===== config.mk =====
export PLATFORM = sky130hd
export DESIGN_NAME = fnd_scan_rx
export DESIGN_NICKNAME = d
export VERILOG_FILES = /design/src/rtl/fnd_scan_rx.sv
export SDC_FILE = /design/constraint.sdc
export NUM_CORES = 1
export LEC_CHECK = 0
export CAP_MARGIN = 30
export CORE_UTILIZATION = 45
export CTS_BUF_LIST = sky130_fd_sc_hd__clkbuf_8 sky130_fd_sc_hd__clkbuf_16
export CTS_CLUSTER_SIZE = 28
export DETAILED_ROUTE_END_ITERATION = 12
export DONT_BUFFER_PORTS = 1
export GPL_TIMING_DRIVEN = 0
export SETUP_SLACK_MARGIN = 0.05
export SLEW_MARGIN = 40
export SYNTH_ARGS = -nofsm -noshare
export SYNTH_HDL_FRONTEND = slang
export SYNTH_SLANG_ARGS = --single-unit
export TNS_END_PERCENT = 1

===== constraint.sdc =====
create_clock -name clk -period 3.35 [get_ports clk]
set_input_delay 0.335 -clock clk [delete_from_list [all_inputs] [get_ports clk]]
set_output_delay 0.335 -clock clk [all_outputs]
set_load 0.03 [all_outputs]

===== src/rtl/fnd_scan_rx.sv =====
// Seven-segment scan bus receiver: settles each digit dwell, captures it into per-slot
// registers, decodes to BCD, rebuilds the 0..59 count and flags illegal or stale scans.
module fnd_scan_rx #(
   parameter int unsigned SETTLE  = 4,
   parameter int unsigned TIMEOUT = 5000000
) (
   input  logic        clk,
   input  logic        rst,
   input  logic [5:0]  i_seg_enb,
   input  logic [6:0]  i_seg,
   input  logic        i_seg_dp,
   output logic [41:0] o_digit_seg,
   output logic [23:0] o_digits_bcd,
   output logic [5:0]  o_dp,
   output logic [5:0]  o_digit_valid,
   output logic        o_frame_done,
   output logic [5:0]  o_count,
   output logic        o_count_valid,
   output logic        o_err,
   output logic        o_stale
);

   localparam int unsigned CW = $clog2(SETTLE + 1);
   localparam int unsigned TW = $clog2(TIMEOUT + 1);

   typedef enum logic [1:0] {S_WAIT, S_SETTLE, S_HELD} state_t;

   state_t         state, state_n;
   logic [CW-1:0]  cnt, cnt_n;
   logic [5:0]     s_enb, p_enb;
   logic [6:0]     s_seg, p_seg;
   logic           s_dp, p_dp;
   logic [5:0]     mask, mask_n;
   logic [TW-1:0]  timer;
   logic           is_idle, is_digit, same, capture, err;
   logic [2:0]     slot;
   logic [4:0]     dec;

   function automatic logic [4:0] fnd_dec(input logic [6:0] seg);
      case (seg)
         7'b1111110: return 5'h10;
         7'b0110000: return 5'h11;
         7'b1101101: return 5'h12;
         7'b1111001: return 5'h13;
         7'b0110011: return 5'h14;
         7'b1011011: return 5'h15;
         7'b1011111: return 5'h16;
         7'b1110000: return 5'h17;
         7'b1111111: return 5'h18;
         7'b1110011: return 5'h19;
         7'b0000000: return 5'h0F;
         default:    return 5'h0E;
      endcase
   endfunction

   // p_* holds the sample before s_*, so a dwell is measured as a run of equal samples
   always_ff @(posedge clk) begin
      if (rst) begin
         s_enb <= '1;
         s_seg <= '0;
         s_dp  <= 1'b0;
         p_enb <= '1;
         p_seg <= '0;
         p_dp  <= 1'b0;
      end else begin
         s_enb <= i_seg_enb;
         s_seg <= i_seg;
         s_dp  <= i_seg_dp;
         p_enb <= s_enb;
         p_seg <= s_seg;
         p_dp  <= s_dp;
      end
   end

   always_comb begin
      is_idle  = (s_enb == 6'h3F);
      is_digit = $onehot(~s_enb);
      same     = ({s_enb, s_seg, s_dp} == {p_enb, p_seg, p_dp});
      err      = !is_digit && !is_idle;
      dec      = fnd_dec(s_seg);
      slot     = '0;
      for (int unsigned i = 0; i < 6; i++) begin
         if (!s_enb[i]) slot = 3'(i);
      end
   end

   always_ff @(posedge clk) begin
      if (rst) begin
         state <= S_WAIT;
         cnt   <= '0;
      end else begin
         state <= state_n;
         cnt   <= cnt_n;
      end
   end

   always_comb begin
      state_n = state;
      cnt_n   = cnt;
      capture = 1'b0;
      if (!is_digit) begin
         state_n = S_WAIT;
         cnt_n   = '0;
      end else begin
         case (state)
            S_WAIT: begin
               state_n = S_SETTLE;
               cnt_n   = CW'(1);
            end
            S_SETTLE: begin
               if (!same) begin
                  cnt_n = CW'(1);
               end else if (cnt == CW'(SETTLE - 1)) begin
                  capture = 1'b1;
                  state_n = S_HELD;
                  cnt_n   = '0;
               end else begin
                  cnt_n = cnt + 1'b1;
               end
            end
            S_HELD: begin
               if (!same) begin
                  state_n = S_SETTLE;
                  cnt_n   = CW'(1);
               end
            end
            default: begin
               state_n = S_WAIT;
               cnt_n   = '0;
            end
         endcase
      end
   end

   always_comb begin
      mask_n = mask | (6'b1 << slot);
   end

   always_ff @(posedge clk) begin
      if (rst) begin
         mask          <= '0;
         timer         <= '0;
         o_digit_seg   <= '0;
         o_digits_bcd  <= '1;
         o_dp          <= '0;
         o_digit_valid <= '0;
         o_frame_done  <= 1'b0;
         o_count       <= '0;
         o_count_valid <= 1'b0;
         o_err         <= 1'b0;
         o_stale       <= 1'b0;
      end else begin
         o_err        <= err;
         o_frame_done <= 1'b0;
         // count uses the digit registers as they stood when the frame completed
         if (o_frame_done) begin
            if (o_digit_valid[1] && o_digit_valid[0] && (o_digits_bcd[7:4] <= 4'd5)) begin
               o_count       <= ({2'b0, o_digits_bcd[7:4]} << 3) + ({2'b0, o_digits_bcd[7:4]} << 1)
                                + {2'b0, o_digits_bcd[3:0]};
               o_count_valid <= 1'b1;
            end else begin
               o_count_valid <= 1'b0;
            end
         end
         if (capture) begin
            o_digit_seg[7*slot +: 7]  <= s_seg;
            o_dp[slot]                <= s_dp;
            o_digits_bcd[4*slot +: 4] <= dec[3:0];
            o_digit_valid[slot]       <= dec[4];
            timer                     <= '0;
            o_stale                   <= 1'b0;
            if (&mask_n) begin
               o_frame_done <= 1'b1;
               mask         <= '0;
            end else begin
               mask <= mask_n;
            end
         end else if (timer != TW'(TIMEOUT)) begin
            timer <= timer + 1'b1;
            if (timer == TW'(TIMEOUT - 1)) begin
               o_stale <= 1'b1;
               mask    <= '0;
            end
         end
      end
   end

endmodule


==> run summary <==
Largest fanout on the critical path = 7
Floorplan row count = 43
Pwr Density = 524.0 nW/µm²
Max Transition Viols Final = 0
Arrival time of the worst setup path = 3.85 ns
Maximum buffer depth of the clock tree = 2
Outcome = finished with violations
Violations in the final reports = negative setup slack
Final wirelength = 16,550 µm
Number of global-route vias before repair = 5,206
Initial DRC count = 218
Final net count = 780
Layout Skew = 0.006516 ns
Slowest library cell on the worst path = fa_1
Post-synth cell types = 63
Flip-flop and latch count after synthesis = 150
Sinks on Clock Net = 150
Finished Core Util = 0.5464
Mean instance size in the synthesized netlist = 9.233 µm²
Post-synth design cell area = 6574 µm²
Total DRC errors in the routed layout = 0
Clock tree root buffer cell = clkbuf_16
Worst-case vdd ir drop = 0.0003669 V
Area growth syn-to-layout = 16.71%
Remaining global-route overflow = 0
GPL Wtd Cong = 0.8116
ANT cells = 0
TritonCTS Buffers = 17
Cell family contributing the most delay on the critical path = adder cells
Cell taking the most area after synthesis = dfxtp_1
Final setup margin = -0.2058 ns
# Max-Cap Violations = 0
Seq/Total Area, Yosys = 0.4568
Horizontal die dimension = 122.9 µm
Max Clock Freq = 281.2 MHz
Placed Instances = 892
Aggregate global-route resource usage = 0.2339
Type of the most critical hold path = input pin to flip-flop
Number of flops mapped to enable cells by yosys = 0
Portion of synthesized cell area occupied by the leading cell type = 0.4568
Number of port buffers = 0
Relative slew slack = 0.4717
Cell leakage power = 2.812 nW
Area enclosed by the die boundary = 15,100 µm²
Total nets after synthesis = 749
Clock Latency Late Sink = 0.42 ns
Cell mode on critical path = fa_1
Global-route wire length before repair = 26,810 µm
Sum of buffers and inverters on the critical path = 4
Count of antenna-violating nets left after detailed routing = 0
Die outline height = 122.9 µm
Top cells by area, synth = dfxtp_1 46%, mux2i_1 5.3%, nor2_1 4.6%, nand2_1 3.3%, a21oi_1 3.2%
Half-perimeter wire length after detailed placement = 12,130 µm
# fillers = 1,261
Synthesis Warnings = 0
Starting density of the core = 0.4681
Ranking of synthesized cells by instance count = 150 x dfxtp_1, 80 x nor2_1, 58 x nand2_1
RSZ-0062 raised after global routing = yes
Core ar. = 14,040 µm²
Top_reg_cell synth = dfxtp_1
Top-count cell post-synth = dfxtp_1
Delay of the slowest cell on the worst path = 0.53 ns
Router iterations before antenna repair = 4
CP endpoint kind = flip-flop
Maximum number of pins on one net before global-route repair = 17
Clock tree from TritonCTS = done
Post-route clock period utilization = 1.061
Post-CTS clock slew at the launch and capture registers of the worst setup and hold paths = 0.06 ns
Worst-path cell chain = fa_1 -> inv_1 -> fa_1 -> ha_1 -> inv_1 -> fa_1 -> and3_4 -> nand4_1 -> nor4_4 -> buf_6 -> nor4b_4 -> buf_6 -> mux2i_1 -> nor2_1
Wire per inst = 17.68 µm
Total power of the final layout = 4.020 mW
Type of the worst setup path = flip-flop to flip-flop
Post-route minimum period = 3.556 ns
Final number of setup-violating endpoints = 86
Kind of start point of the critical path = flip-flop
Cell count after synthesis = 712
Final Hold Vio Count = 0
Top-Level Pins = 104
Worst endpoint required time = 3.64 ns
Initial antenna violation count = 0
Worst Tran Pin Value = 0.7801 ns
Vias per std cell = 5.504
Routed via count = 5,152
Number of H-tree levels = 4
Fraction of layout instances using a drive strength above 1 = 0.1442
Post-synth ARST share = 0
Worst slack at placement = -0.4486 ns
Final standard cell count with taps included and fillers excluded = 936
[power by group]
group,switching [mW],leakage (nW),internal [mW]
registers,0.0234,1.22,1.81
logic,0.183,1.31,0.110
clock network,0.782,0.287,1.11
total,0.988,2.81,3.03
[area by class of cell]
cell class | instances | area (µm²) | area share
timing repair buffer | 12 | 121.4 | 0.01582
clock buffer | 17 | 425.4 | 0.05545
sequential | 150 | 3010 | 0.3924
tap | 180 | 225.2 | 0.02935
multi-input combinational | 503 | 3381 | 0.4406
buffer | 45 | 290.3 | 0.03783
clock inverter | 15 | 166.4 | 0.02169
inverter | 14 | 52.55 | 0.006849
[repair_timing]
item,4_1_cts,5_1_grt
resized for setup,28,18
hold buffers,6,0
pin swaps,4,10
endpoints found under the hold margin,6,0
endpoints found under the setup margin,107,108
buffers inserted,5,1
[layer usage]
metal | share of wire | GRT usage | vias to the layer above | routed length [µm]
li1 | - | - | 2515 | -
met1 | 0.41 | 0.2693 | 2479 | 6819
met2 | 0.50 | 0.3961 | 137 | 8197
met3 | 0.078 | 0.07993 | 21 | 1285
met4 | 0.015 | 0.09299 | 0 | 244
met5 | 0 | 0 | - | 0
[registers in the layout, indices dropped and copies added, names as in the netlist, 6 cells and up]
register / flops
p_seg: 7
s_enb: 6
mask: 6
o_digit_valid: 6
o_digits_bcd: 24
p_enb: 6
o_dp: 6
o_digit_seg: 42
o_count: 6
timer: 23
s_seg: 7
[worst paths after layout]
kind	start	endpoint	slack (ns)	cells past startpoint
min reg2reg	cnt[2]$_SDFFE_PP0P_	cnt[2]$_SDFFE_PP0P_	0.47	2
min	i_seg[2]	s_seg[2]$_SDFF_PP0_	0.04	1
max	s_enb[0]$_SDFF_PP1_	o_digit_seg[2]$_SDFFE_PP0P_	-0.21	14
max reg2reg	s_enb[0]$_SDFF_PP1_	o_digit_seg[2]$_SDFFE_PP0P_	-0.21	14
[kinds of logic after synthesis]
kind of cell             count (synthesis)  share of synthesized area
AO/OA/AOI/OAI                          107                     0.1035
adder cells (fa/ha/maj)                 21                    0.04568
flip-flops                             150                     0.4568
buffers and inverters                   59                    0.04187
AND/OR/NAND/NOR                        301                     0.2442
multiplexers                            36                    0.05501
XOR/XNOR                                38                    0.05291
[placed cells by master, fill, tap and decap left out, types with 4 or more instances in the layout]
cell,instances
a211o_1,14
a21oi_1,35
a21oi_2,9
a32o_1,4
and3_1,10
and4_1,7
buf_2,11
buf_4,6
buf_6,7
clkbuf_1,19
clkbuf_16,17
dfxtp_1,148
dlygate4sd3_1,6
fa_1,5
ha_1,16
inv_1,14
inv_6,6
mux2i_1,35
nand2_1,55
nand2b_1,13
nand3_1,31
nand3b_1,7
nand4_1,12
nor2_1,78
nor2b_1,29
nor3_1,5
nor4b_1,5
o21ai_0,22
or2_2,13
or3_1,5
xnor2_1,24
xor2_1,12
[through the flow]
stage,hold WS [ns],cell area (µm²),setup TNS (ns)
3_5_place_dp,0.4417,6807,-32.73
3_3_place_gp,0.4391,6807,-28.18
2_1_floorplan,0.4371,6581,-0.2298
6_report,0.03989,7672,-9.735
4_1_cts,0.02155,7607,-14.56
5_1_grt,0.03564,7672,-26.91
(Power assumes the default switching activity.)
